### src/rtl/delivery_lane_pkg.sv
// Shared constants and helpers for the delivery game lane pattern sources.
// Holds the lane width, the 16-entry pattern ROM, the default LFSR seed
// and the LFSR next-state function.
package delivery_lane_pkg;

  localparam int LANE_W = 4;

  typedef logic [LANE_W-1:0] lane_t;

  // Seed used when none is given, and the value that replaces an illegal zero.
  localparam lane_t DEFAULT_SEED  = 4'h1;
  localparam lane_t LFSR_FALLBACK = 4'h1;

  // Pattern table, entry 0 in the low nibble. No entry is all-clear or
  // all-set, so every pattern leaves at least one lane free.
  localparam logic [16*LANE_W-1:0] LANE_ROM = {
    4'hE, 4'h7, 4'h8, 4'h2, 4'h4, 4'h1, 4'hA, 4'h5,
    4'h9, 4'hC, 4'h6, 4'h3, 4'h8, 4'h4, 4'h2, 4'h1
  };

  function automatic lane_t rom_read(input lane_t addr);
    return LANE_ROM[{addr, 2'b00} +: LANE_W];
  endfunction

  // Maximal-length 4-bit LFSR: period 15, never reaches zero from a nonzero state.
  function automatic lane_t lfsr_next(input lane_t q);
    return {q[2:0], q[3] ^ q[0]};
  endfunction

endpackage

### src/rtl/lane_lfsr.sv
// 4-bit LFSR that produces the pattern ROM address.
// Steps on advance; reloads to SEED on reset.
// Optional macro LANE_SOURCE_SEED_LOAD_EN adds a runtime seed load port pair.
module lane_lfsr
  import delivery_lane_pkg::*;
#(
  parameter logic [3:0] SEED = DEFAULT_SEED
) (
  input  logic              clock,
  input  logic              reset,
  input  logic              advance,
`ifdef LANE_SOURCE_SEED_LOAD_EN
  input  logic              seed_load,
  input  logic [LANE_W-1:0] seed_value,
`endif
  output logic [LANE_W-1:0] address
);

  // A zero seed would lock the LFSR at zero, so it is swapped for the fallback.
  localparam lane_t SEED_SAFE = (SEED == 4'h0) ? LFSR_FALLBACK : SEED;

  lane_t state_q;
  lane_t state_d;

  // Next-state selection: seed load beats advance, otherwise hold.
  always_comb begin
    state_d = state_q;
`ifdef LANE_SOURCE_SEED_LOAD_EN
    if (seed_load) begin
      state_d = (seed_value == 4'h0) ? LFSR_FALLBACK : seed_value;
    end else if (advance) begin
      state_d = lfsr_next(state_q);
    end
`else
    if (advance) begin
      state_d = lfsr_next(state_q);
    end
`endif
  end

  // State register, cleared to the seed immediately on reset.
  always_ff @(posedge clock or posedge reset) begin
    if (reset) begin
      state_q <= SEED_SAFE;
    end else begin
      state_q <= state_d;
    end
  end

  assign address = state_q;

endmodule

### src/rtl/delivery_lane_source.sv
// Pseudo-random lane pattern source for one map layer of the delivery game.
// LFSR address -> registered 16x4 pattern ROM -> combinational sel gate.
// Optional macro LANE_SOURCE_SEED_LOAD_EN adds seed_load / seed_value inputs.
module delivery_lane_source
  import delivery_lane_pkg::*;
#(
  parameter logic [3:0] SEED = DEFAULT_SEED
) (
  input  logic              clock,
  input  logic              reset,
  input  logic              advance,
  input  logic              sel,
`ifdef LANE_SOURCE_SEED_LOAD_EN
  input  logic              seed_load,
  input  logic [LANE_W-1:0] seed_value,
`endif
  output logic [LANE_W-1:0] address,
  output logic [LANE_W-1:0] pattern_raw,
  output logic [LANE_W-1:0] pattern_out,
  output logic              pattern_valid
);

  lane_lfsr #(
    .SEED (SEED)
  ) u_lfsr (
    .clock      (clock),
    .reset      (reset),
    .advance    (advance),
`ifdef LANE_SOURCE_SEED_LOAD_EN
    .seed_load  (seed_load),
    .seed_value (seed_value),
`endif
    .address    (address)
  );

  // Synchronous ROM read every edge from the pre-edge address, regardless of advance.
  always_ff @(posedge clock or posedge reset) begin
    if (reset) begin
      pattern_raw <= '0;
    end else begin
      pattern_raw <= rom_read(address);
    end
  end

  // Output gate: sel passes the registered pattern straight through, no extra register.
  always_comb begin
    pattern_out   = sel ? pattern_raw : '0;
    pattern_valid = sel && (pattern_out != '0);
  end

endmodule

### config.mk
export PLATFORM = sky130hd
export DESIGN_NAME = delivery_lane_source
export DESIGN_NICKNAME = d
export VERILOG_FILES = /design/src/rtl/delivery_lane_pkg.sv /design/src/rtl/lane_lfsr.sv /design/src/rtl/delivery_lane_source.sv
export SDC_FILE = /design/constraint.sdc
export NUM_CORES = 1
export LEC_CHECK = 0
export ABC_AREA = 1
export BUFFER_PORTS_ARGS = -buffer_cell sky130_fd_sc_hd__clkbuf_2
export CELL_PAD_IN_SITES_DETAIL_PLACEMENT = 1
export CELL_PAD_IN_SITES_GLOBAL_PLACEMENT = 2
export CORE_UTILIZATION = 26
export CTS_CLUSTER_SIZE = 25
export DETAILED_ROUTE_END_ITERATION = 8
export MAX_ROUTING_LAYER = met4
export PLACE_DENSITY = 0.84
export SYNTH_ARGS = -nofsm -noshare
export SYNTH_HDL_FRONTEND = slang
export SYNTH_SLANG_ARGS = --single-unit
### constraint.sdc
create_clock -name clock -period 3.2 [get_ports clock]
set_input_delay 0.16 -clock clock [delete_from_list [all_inputs] [get_ports clock]]
set_output_delay 0.16 -clock clock [all_outputs]
set_load 0.02 [all_outputs]
==> results of run 1 <==
metal layers:
metal  up-vias  track usage  share of wire
li1        236            -              -
met1       198        0.127           0.44
met2        15        0.209           0.51
met3         0       0.0360          0.051
met4         0       0.0727              0
met5         -            -              0
worst max path at each step:
stage                     slack, ns             end
after floorplan                1.84  pattern_raw[2]
after CTS                      1.80  pattern_raw[2]
after detailed placement       1.81  pattern_raw[2]
final                          1.81  pattern_raw[2]
after global routing           1.72  pattern_raw[2]
after global placement         1.86  pattern_raw[2]
where the power goes:
| part | internal, W | switching [W] | total, W |
|---|---|---|---|
| logic | 0.000104 | 0.000196 | 0.000300 |
| registers | 0.000147 | 0.0000527 | 0.000200 |
| clock network | 0.0000479 | 0.0000377 | 0.0000856 |
| total | 0.000299 | 0.000287 | 0.000586 |
area by class of cell:
cell class / instances / area (um^2)
Clock buffer: 4 / 26.3
Fill cell: 237 / 1110
Inverter: 12 / 47.5
Multi-Input combinational cell: 43 / 224
Sequential cell: 8 / 201
Tap cell: 25 / 31.3
Timing Repair Buffer: 17 / 90.1
worst max-delay path: stages, from the launching register on:
cell	delay, ns
sky130_fd_sc_hd__dfstp_2	0.60
sky130_fd_sc_hd__inv_1	0.10
sky130_fd_sc_hd__ha_1	0.32
sky130_fd_sc_hd__inv_1	0.08
sky130_fd_sc_hd__nand2_1	0.05
sky130_fd_sc_hd__nand3_1	0.08
sky130_fd_sc_hd__nand2_1	0.06
metrics by stage:
stage | hold slack, ns | setup WS, ns | instances
floorplan | -0.0251 | 1.84 | 64
global placement | 0.103 | 1.86 | 104
detailed placement | 0.112 | 1.81 | 104
CTS | 0.182 | 1.80 | 109
global route | 0.201 | 1.72 | 109
finish | 0.186 | 1.81 | 109
what timing repair did:
item / 4_1_cts / 5_1_grt
hold endpoints to repair: 7 / 0
hold buffers: 1 / 0
setup endpoints to repair: 0 / 0
gates resized for setup: 0 / 0
synth_stat cells:
| library cell | count | area share |
|---|---|---|
| sky130_fd_sc_hd__buf_6 | 1 | 0.023 |
| sky130_fd_sc_hd__nand4_1 | 1 | 0.013 |
| sky130_fd_sc_hd__inv_1 | 10 | 0.078 |
| sky130_fd_sc_hd__inv_2 | 1 | 0.0077 |
| sky130_fd_sc_hd__dfrtp_1 | 7 | 0.36 |
| sky130_fd_sc_hd__inv_4 | 1 | 0.013 |
| sky130_fd_sc_hd__nand2_2 | 2 | 0.026 |
| sky130_fd_sc_hd__nand2_1 | 26 | 0.20 |
| sky130_fd_sc_hd__o21ai_1 | 4 | 0.041 |
| sky130_fd_sc_hd__nand3_1 | 5 | 0.052 |
| sky130_fd_sc_hd__ha_1 | 5 | 0.13 |
| sky130_fd_sc_hd__dfstp_2 | 1 | 0.054 |
logic make-up after synthesis:
group           share of synthesized area
buf+inv                             0.121
fa+ha+maj                           0.129
simple gates                        0.292
flops                               0.416
compound gates                     0.0413
registers in the layout, indices dropped and copies added, names as in the netlist:
signal	flops
pattern_raw	4
u_lfsr.address	4
==> impl.org, run 1 <==
** Run status
- Run status :: complete, no violations

** Worst setup path
- The worst register-to-register path has a setup slack of between 1.5 and 2 ns.
- In this run the critical register-to-register path is launched from u_lfsr.address[0].
- STA puts the critical path data arrival time at between 1.5 and 2 ns.
- Kind of end point of the critical path :: flip-flop
- Startpoint Class :: flip-flop
- Cells on worst reg2reg path :: 6
- Of all nets on the critical path, the largest fanout is 8.
- The worst register-to-register path ends at pattern_raw[2].
- Data on the critical path is required at its endpoint by around 3.3 ns.
- CP Class :: flip-flop to flip-flop
- Worst setup startpoint :: u_lfsr.address[0]

** Placed design
- After detailed placement, the total cell area comes to 584 um^2.
- Port Buffers :: 16
- Final HPWL DP :: 875 um
- Final GP Congestion :: between 0.7 and 0.8

** Floorplan
- Width of the chip :: between 40 and 50 um
- The total area inside the core boundary comes to roughly 1700 um^2.
- Effective utilization at floorplan :: 0.280
- The die covers just over 2000 um^2.
- In this run the core area contains 15 standard-cell rows.
- IO Count :: 17
- The die is around 45 um tall.

** Finish
- Leading cell type in the layout, fill and taps excluded :: sky130_fd_sc_hd__nand2_1
- Once layout is complete, the utilization of the core stands at 0.359.
- Highest-count cells in the layout ignoring fill and taps :: sky130_fd_sc_hd__nand2_1, sky130_fd_sc_hd__clkbuf_2, sky130_fd_sc_hd__inv_1
- The net count of the finished layout is 94.
- The repair_antennas step left the layout with diodes totalling 0.
- Post-route design area :: slightly above 600 um^2
- Area Growth Syn to Fin :: 28.2%
- In the final layout, the share of cells above drive strength 1 is 0.286.

** Clocking
- Clock tree root buffer cell :: sky130_fd_sc_hd__clkbuf_4
- Sinks on Clock Net :: 8
- The clock reaches the later pin of the worst-skew pair after roughly 0.26 ns.
- CTS tree :: built
- In this run the number of H-tree levels came out at 1.
- No sink is reached through more buffers than the 2 on the longest clock path.
- Clock-pin slew on the worst setup and hold paths :: 0.06 ns
- In this run, CTS created clock tree buffers numbering 3.
- In this run the post-CTS setup repair buffer count came out at 0.

** Detailed routing
- Total length of routed wires :: around 1000 um
- Across all layers, the routed design uses ~450 vias.
- Detailed Routing Iterations Pass 1 :: 3
- Wire per inst :: approximately 9.5 um
- Final ANT Viol Nets :: 0
- Drt initial violations :: 2
- Avg Vias per Cell :: around 4.1
- Detailed-route DRC error count :: 0

** Logic synthesis
- Post-synthesis cell count :: 64
- Mapped Area :: slightly below 500 um^2
- Synth unique cells :: 12
- The average instance in the mapped netlist occupies roughly 7.6 um^2.
- Register area share after synthesis :: 0.416
- Count of synthesis-stage warnings from yosys :: 0
- The number of nets handed over by synthesis was 73.
- Post-synthesis sequential element count :: 8

** GRT
- Gr ovfl total :: 0
- Antenna violations before repair :: 0
- Number of global-route vias before repair :: around 400
- Across every metal layer, demand over resource in global routing totals 0.124.
- Global-route wire length before repair :: 1700 um
- Entering global routing, the biggest net connects 10 pins.

** Timing
- The number of hold violations in the final report is 0.
- Setup violations remaining at the end of the flow were counted as 0.
- Fmax achieved :: 720 MHz
- Normalized max-slew margin :: 0.786
- Adding up every negative setup slack in the final design gives 0 ns.
- At the pin with the least slew margin, the transition time is around 0.32 ns.
- Period utilization :: 0.434
- After layout, the minimum clock period comes to between 1 and 1.5 ns.
- Setup repair after global routing left no endpoint under its margin.
- The count of pins over their slew limit came to 0.
- Between clock sinks in the finished design, the worst skew comes to 0.00771 ns.

** Hold path
- In this run the most critical hold path is launched from advance.
- The worst hold path terminates at u_lfsr.address[2].
- Worst Hold Path Cells :: 2
- The path class of the tightest hold or removal check is input port to flip-flop.

** Power
- Peak supply drop :: just over 300 uV
- Lkg Pwr :: ~0.38 nW
- Final Total Pwr :: 0.000586 W
- Power spread over the standard cell area amounts to about 940 nW/um^2.

** Flow run
- MaxCap Viol Count :: 0
Note: power is estimated with default switching activity, not from simulation.
==> run 2, diff against run 1 <==
--- a/config.mk
+++ b/config.mk
@@ -9,11 +9,11 @@
 export BUFFER_PORTS_ARGS = -buffer_cell sky130_fd_sc_hd__clkbuf_2
 export CELL_PAD_IN_SITES_DETAIL_PLACEMENT = 1
 export CELL_PAD_IN_SITES_GLOBAL_PLACEMENT = 2
-export CORE_UTILIZATION = 26
+export CORE_UTILIZATION = 25
 export CTS_CLUSTER_SIZE = 25
 export DETAILED_ROUTE_END_ITERATION = 8
 export MAX_ROUTING_LAYER = met4
-export PLACE_DENSITY = 0.84
+export PLACE_DENSITY = 0.81
 export SYNTH_ARGS = -nofsm -noshare
 export SYNTH_HDL_FRONTEND = slang
 export SYNTH_SLANG_ARGS = --single-unit
==> constraint.sdc (replaced) <==
create_clock -name clock -period 1.3 [get_ports clock]
set_input_delay 0.065 -clock clock [delete_from_list [all_inputs] [get_ports clock]]
set_output_delay 0.065 -clock clock [all_outputs]
set_load 0.02 [all_outputs]
==> impl.org, run 2 (synthesized netlist as in run 1, its figures left out) <==
** Run status
- The run finished with clean final reports.

** Finish
- Core utilization of the finished layout :: 0.367 (+0.00796)
- Leading cell type in the layout, fill and taps excluded :: sky130_fd_sc_hd__nand2_1
- Diodes inserted :: 0 (unchanged)
- The total of fill cells in the finished design is 246 (+3.8%).
- The net count reported at finish is 96 (+2.1%).
- From synthesis to final layout, the design area changed by 33.9%.
- Highest-count cells in the layout ignoring fill and taps :: sky130_fd_sc_hd__nand2_1, sky130_fd_sc_hd__clkbuf_2, sky130_fd_sc_hd__inv_1
- The number of cells in the finished layout apart from fillers is 111 (+1.8%).
- The share of post-route cells with drive strength above 1 is 0.326 (+0.0399).

** Floorplan
- Die outline area :: 2120 um^2 (+3.8%)
- Effective utilization at floorplan :: 0.274 (-0.00597)
- Core Region :: 1760 um^2 (+2.2%)
- IO Count :: 17 (unchanged)
- Die boundary height :: 46.0 um (+1.9%)
- Row Count :: 15 (unchanged)
- The die outline width is 46.0 um (+1.9%).

** Worst setup path
- Cell breakdown of the critical path :: buf_4, clkbuf_2
- Biggest fanout along the worst timing path :: 7 (-1)
- Internal reg-to-reg setup slack :: 0.12 ns (-1.69 ns)
- Buffer and inverter count on the worst path :: 2 (unchanged)
- Data arrival time of the critical path :: 1.12 ns (-0.41 ns)
- Kind of end point of the critical path :: primary output
- Among all stages on the critical path, the largest delay is contributed by sky130_fd_sc_hd__dfstp_2.
- By startpoint and endpoint, the worst setup path is classified as flip-flop to primary output.
- Delay contributed by the slowest stage of the critical path :: 0.53 ns (-0.07 ns)
- STA classifies the critical path startpoint as a flip-flop.
- The data required time at the worst endpoint is 1.24 ns (-2.10 ns).
- Crit path max-delay family :: flip-flops

** Power
- The power density normalized to cell area is 2350 nW/um^2 (+150%).
- Comb power frac :: 0.564 (+0.052)
- The sequential share of power is 0.292 (-0.050).
- The cell internal power dissipation came to 0.000787 W (+160%).
- Portion of total power attributed to the clock network :: 0.144 (-0.002)
- Net switching power :: 0.000739 W (+160%)
- Peak supply drop :: 722 uV (+130%)
- Lkg Pwr :: 0.392 nW (+2.1%)
- The switching portion of total power came to 0.484 (-0.00465).

** Clocking
- Source-to-sink clock delay at the later pin of the worst-skew pair :: 0.27 ns (about the same)
- The clock-pin transition on the worst setup and hold timing paths was 0.06 ns (about the same).
- The maximum clock path buffer count came to 2 (unchanged).
- The deepest level of the CTS H-tree came to 1 (unchanged).
- The total clock sinks was 8 (unchanged).
- CTS tree :: built
- In this run the clock root is driven by a sky130_fd_sc_hd__clkbuf_4.
- The number of CTS-inserted buffers was 3 (unchanged).
- The post-cts gate resize count is 0 (unchanged).

** Timing
- Fmax achieved :: around 850 MHz
- Actual slew at the worst max-slew pin :: 0.346 ns (+0.0257 ns)
- Final setup skew :: 0.00338 ns (-0.00433 ns)
- Worst hold slack :: 0.0814 ns (-0.105 ns)
- Total count of max-transition violations in the final report :: 0 (unchanged)
- Setup repair after global routing missed its margin :: false
- Min Tclk post-route :: roughly 1.2 ns
- In the finished design, the share of the clock period the worst path needs comes to 0.909.
- Fin Setup TNS :: 0 ns (unchanged)
- Final setup fails :: 0 (unchanged)
- The number of hold violations in the final report came to 0 (unchanged).
- The worst slew margin relative to its limit came to 0.769 (-0.0171).

** GRT
- Most utilized layer in the global route result :: met2
- The met2 track demand over resource in global routing came to 0.234 (+0.0251).
- Antenna violations before repair :: 0 (unchanged)
- The met1 usage in global routing is 0.123 (-0.00336).
- The overflow left after global routing is 0 (unchanged).
- Total GRT Usage :: 0.130 (+0.00633)
- The wire length of the first global-routing pass is 1770 um (+3.6%).
- The routing usage on met3 came to 0.0238 (-0.0122).
- The via count of the first global-routing pass was 424 (+6.3%).
- Pin count of the biggest net entering global routing :: 10 (unchanged)

** Hold path
- The path class of the tightest hold or removal check is input port to flip-flop.

** Detailed routing
- The final antenna-violating net count came to 0 (unchanged).
- The ratio of routed vias to standard cells came to 4.25 (+3.2%).
- The total DRC errors in the routed layout was 0 (unchanged).
- Detailed Routing Iterations Pass 1 :: 4 (+1)
- The overall via count from detail_route was 472 (+5.1%).
- The iteration-0 DRC count of the detailed router came to 5 (+3).
- The total wire length after detailed routing came to 1160 um (+12%).
- Wire per inst :: 10.4 um (+9.9%)

** Placed design
- Placed instance count :: 106 (+1.9%)
- Final HPWL DP :: 908 um (+3.8%)
- The final weighted congestion of routability-driven global placement came to 0.685 (-9.9%).
- The quantity of I/O buffers inserted on ports came to 16 (unchanged).

** Flow run
- The max-capacitance violation count is 0 (unchanged).
run 2: changes by cell type in the layout (fill, tap and decap cells not counted):
cell	previous run	this run
sky130_fd_sc_hd__inv_2	1	2
sky130_fd_sc_hd__ha_1	5	4
sky130_fd_sc_hd__buf_4	0	2
sky130_fd_sc_hd__inv_1	10	9
sky130_fd_sc_hd__ha_4	0	1
run 2: timing repair:
item                                   4_1_cts  5_1_grt
buffers inserted                             0        0
endpoints found under the hold margin        7        0
hold buffers                                 1        0
run 2: power by group through the flow:
stage                     Combinational [W]  Clock (W)  Sequential, W
after detailed placement           0.000876          0       0.000453
after global placement             0.000858          0       0.000450
after global routing               0.000963   0.000239       0.000460
after CTS                          0.000880   0.000230       0.000449
final                              0.000860   0.000220       0.000446
after floorplan                    0.000459          0       0.000589
run 2: layout make-up:
type	instances	area (um^2)	share of cell area
multi-input combinational	43	236	0.365
sequential	8	201	0.311
timing repair buffer	19	105	0.162
inverter	12	47.5	0.0734
tap	25	31.3	0.0483
clock buffer	4	26.3	0.0405
run 2: metrics by stage:
step,power [W],setup slack (ns),cell area (um^2)
6_report,0.00153,0.118,648
4_1_cts,0.00156,0.105,648
3_5_place_dp,0.00133,0.123,612
2_1_floorplan,0.00105,0.0185,497
5_1_grt,0.00166,0.0563,648
3_3_place_gp,0.00131,0.145,612
run 2: final timing paths:
kind                                         from                 to  depth (start not counted)
worst max-delay path            u_lfsr.address[0]         address[0]                          2
worst min-delay path                      advance  u_lfsr.address[1]                          2
worst max register to register  u_lfsr.address[0]     pattern_raw[2]                          6
worst min register to register  u_lfsr.address[0]  u_lfsr.address[0]                          4
max in group asynchronous                   reset  u_lfsr.address[0]                          3
min in group asynchronous                   reset     pattern_raw[1]                          3
run 2: routing by layer:
metal | share of wire | vias up
met4 | 0.029 | 0
met1 | 0.41 | 209
met2 | 0.50 | 21
met5 | 0 | -
met3 | 0.057 | 3
li1 | - | 239
==> run 3, diff against run 2 <==
==> constraint.sdc (replaced) <==
create_clock -name clock -period 1.3 [get_ports clock]
set_input_delay 0.325 -clock clock [delete_from_list [all_inputs] [get_ports clock]]
set_output_delay 0.325 -clock clock [all_outputs]
set_load 0.02 [all_outputs]
==> impl.org, run 3 (synthesized netlist as in run 1, its figures left out) <==
** Worst setup path
- The endpoint identified for the worst register-to-register timing path is pattern_raw[1].
- Kind of end point of the critical path :: primary output
- Delay contributed by the slowest stage of the critical path :: 0.37 ns (-0.16 ns)
- Startpoint Class :: flip-flop
- By startpoint and endpoint, the worst setup path is classified as flip-flop to primary output.
- Internal reg-to-reg setup slack :: 0.05 ns (-0.07 ns)
- Total stage count of the critical path :: 3 (+1)
- The maximum fanout count along the critical path was 2 (-5).
- The data required time at the worst endpoint came to 0.98 ns (-0.26 ns).
- The number of cell instances on the worst register-to-register path came to 6 (unchanged).
- Max stage delay cell, worst path :: sky130_fd_sc_hd__dfrtp_1
- The arrival time at the worst endpoint was 0.98 ns (-0.14 ns).
- The buffer and inverter count on the worst path came to 1 (-1).
- Traced cell by cell, the critical path runs through nand2_1, nand4_1, clkbuf_8.
- Reg2reg start :: u_lfsr.address[0]
- Grouping stages by cell kind, the critical path spends the most delay in flip-flops.

** Timing
- The worst slew margin relative to its limit came to 0.789 (+0.0199).
- The fraction of the cycle the final worst path needs came to 1.01 (+0.0959).
- The top achievable clock speed was 765 MHz (-9.5%).
- The number of hold violations in the final report came to 0 (unchanged).
- Final setup fails :: 1 (+1)
- Min Tclk post-route :: 1.31 ns (+0.125 ns)
- The count of pins over their slew limit is 0 (unchanged).
- Setup repair after global routing could not meet its margin everywhere.
- Actual slew at the worst max-slew pin :: 0.316 ns (-0.0302 ns)
- The worst-case clock skew came to 0.00630 ns (+0.00293 ns).
- The setup slack of the critical path after layout came to -0.00657 ns (-0.125 ns).

** Flow run
- MaxCap Viol Count :: 0 (unchanged)

** Run status
- The run finished, with violations left.
- The final reports fail on setup timing.

** GRT
- The via count of the first global-routing pass is 481 (+13%).
- Pin count of the biggest net entering global routing :: 9 (-1)
- Global-route wire length before repair :: 1950 um (+11%)
- Antenna violations before repair :: 0 (unchanged)
- Gr ovfl total :: 0 (unchanged)
- The combined global-route utilization of all metal layers is 0.141 (+0.0108).

** Detailed routing
- Total length of routed wires :: 1180 um (+2.4%)
- Wire per inst :: 10.4 um (-0.27%)
- Routed via count :: 467 (-1.1%)
- The ratio of routed vias to standard cells is 4.10 (-3.7%).
- Detailed Routing Iterations Pass 1 :: 3 (-1)
- The final antenna-violating net count was 0 (unchanged).
- The iteration-0 DRC count of the detailed router is 1 (-4).
- Detailed-route DRC error count :: 0 (unchanged)

** Clocking
- Clock Path Buffers :: 2 (unchanged)
- The number of CTS-inserted buffers is 3 (unchanged).
- TritonCTS built the clock tree.
- CTS placed an instance of sky130_fd_sc_hd__clkbuf_4 at the clock tree root.
- The total clock sinks is 8 (unchanged).
- The clock latency reported for the late side of the worst-skew pair is 0.27 ns (about the same).
- The deepest level of the CTS H-tree was 1 (unchanged).
- Clock-pin slew on the worst setup and hold paths :: 0.06 ns (about the same)

** Hold path
- The worst hold path begins at advance.
- HP Class :: input port to flip-flop
- Worst Hold Path Cells :: 2 (unchanged)
- For hold timing, the worst endpoint is u_lfsr.address[2].

** Finish
- The number of antenna cells inserted came to 0 (unchanged).
- Layout Nets :: 99 (+3.1%)
- Leaving out fill and tap cells, the most frequent cell in the layout is sky130_fd_sc_hd__nand2_1.
- The share of post-route cells with drive strength above 1 is 0.371 (+0.0452).
- In the layout the commonest cells are sky130_fd_sc_hd__nand2_1, sky130_fd_sc_hd__clkbuf_2, sky130_fd_sc_hd__inv_1.
- Post-route design area :: 704 um^2 (+8.7%)
- The area growth from synthesis to layout is 45.5%.

** Placed design
- Port Buffers :: 16 (unchanged)
- Total cell area at the placement stage :: 619 um^2 (+1.2%)
- The pre-CTS setup slack was 0.0878 ns (-0.0349 ns).
- Final HPWL DP :: 875 um (-3.6%)
- Final GP Congestion :: 0.693 (+1.2%)

** Floorplan
- The die area was 2120 um^2 (unchanged).
- Row Count :: 15 (unchanged)
- Effective utilization at floorplan :: 0.274 (unchanged)
- The vertical die dimension came to 46.0 um (unchanged).
- The die outline width is 46.0 um (unchanged).
- IO Count :: 17 (unchanged)
- The placeable core region is 1760 um^2 (unchanged).

** Power
- The maximum ir drop on the vdd rail was 1000 uV (+39%).
- The power density normalized to cell area is 2370 nW/um^2 (+0.84%).
- The total leakage power was 0.414 nW (+5.8%).
-- run 3: worst reg2reg max path, stage by stage (launching register included) --
cell,delay [ns]
sky130_fd_sc_hd__dfstp_2,0.57
sky130_fd_sc_hd__buf_4,0.13
sky130_fd_sc_hd__buf_4,0.12
sky130_fd_sc_hd__ha_1,0.14
sky130_fd_sc_hd__nand2_1,0.06
sky130_fd_sc_hd__nand3_1,0.09
sky130_fd_sc_hd__nand2_1,0.05
-- run 3: cell type report --
type                       instances  area (um^2)
timing repair buffer              22          159
tap                               25         31.3
fill                             234         1060
multi-input combinational         43          236
inverter                          12         47.5
clock buffer                       4         26.3
sequential                         8          204
-- run 3: report_power, final --
group	switching [W]	internal, W	leakage [nW]	total [W]
clock	0.000101	0.000118	0.0150	0.000219
sequential	0.0000922	0.000366	0.0947	0.000459
combinational	0.000570	0.000425	0.305	0.000995
total	0.000763	0.000910	0.414	0.00167
-- run 3: timing repair --
item                                   CTS  global route
hold buffers                             1             0
setup buffers                            1             1
endpoints found under the hold margin    7             0
resized for setup                        8             2
pin swaps                                3             0
setup endpoints to repair                4             4
-- run 3: worst max-delay path by stage --
| stage | end | slack, ns | startpoint |
|---|---|---|---|
| floorplan | pattern_raw[2] | 0.02 | u_lfsr.address[0] |
| global placement | pattern_raw[2] | 0.12 | u_lfsr.address[0] |
| detailed placement | pattern_raw[2] | 0.09 | u_lfsr.address[0] |
| CTS | pattern_valid | -0.03 | pattern_raw[1] |
| global route | pattern_valid | -0.06 | pattern_raw[1] |
| finish | pattern_valid | -0.007 | pattern_raw[1] |
-- run 3: stage by stage --
stage	total power, W	std cells	util	TNS, ns	hold slack, ns
floorplan	0.00105	64	-	0	0.140
global placement	0.00132	107	0.351	0	0.274
detailed placement	0.00133	107	0.351	0	0.282
CTS	0.00168	113	0.394	-0.0501	0.335
global route	0.00182	114	0.399	-0.0645	0.361
finish	0.00167	114	0.399	-0.00657	0.336
-- run 3: metal layers --
metal,routed length (um),track usage
met3,50,0.0238
met2,616,0.256
met5,0,-
met4,24,0.0882
met1,492,0.135
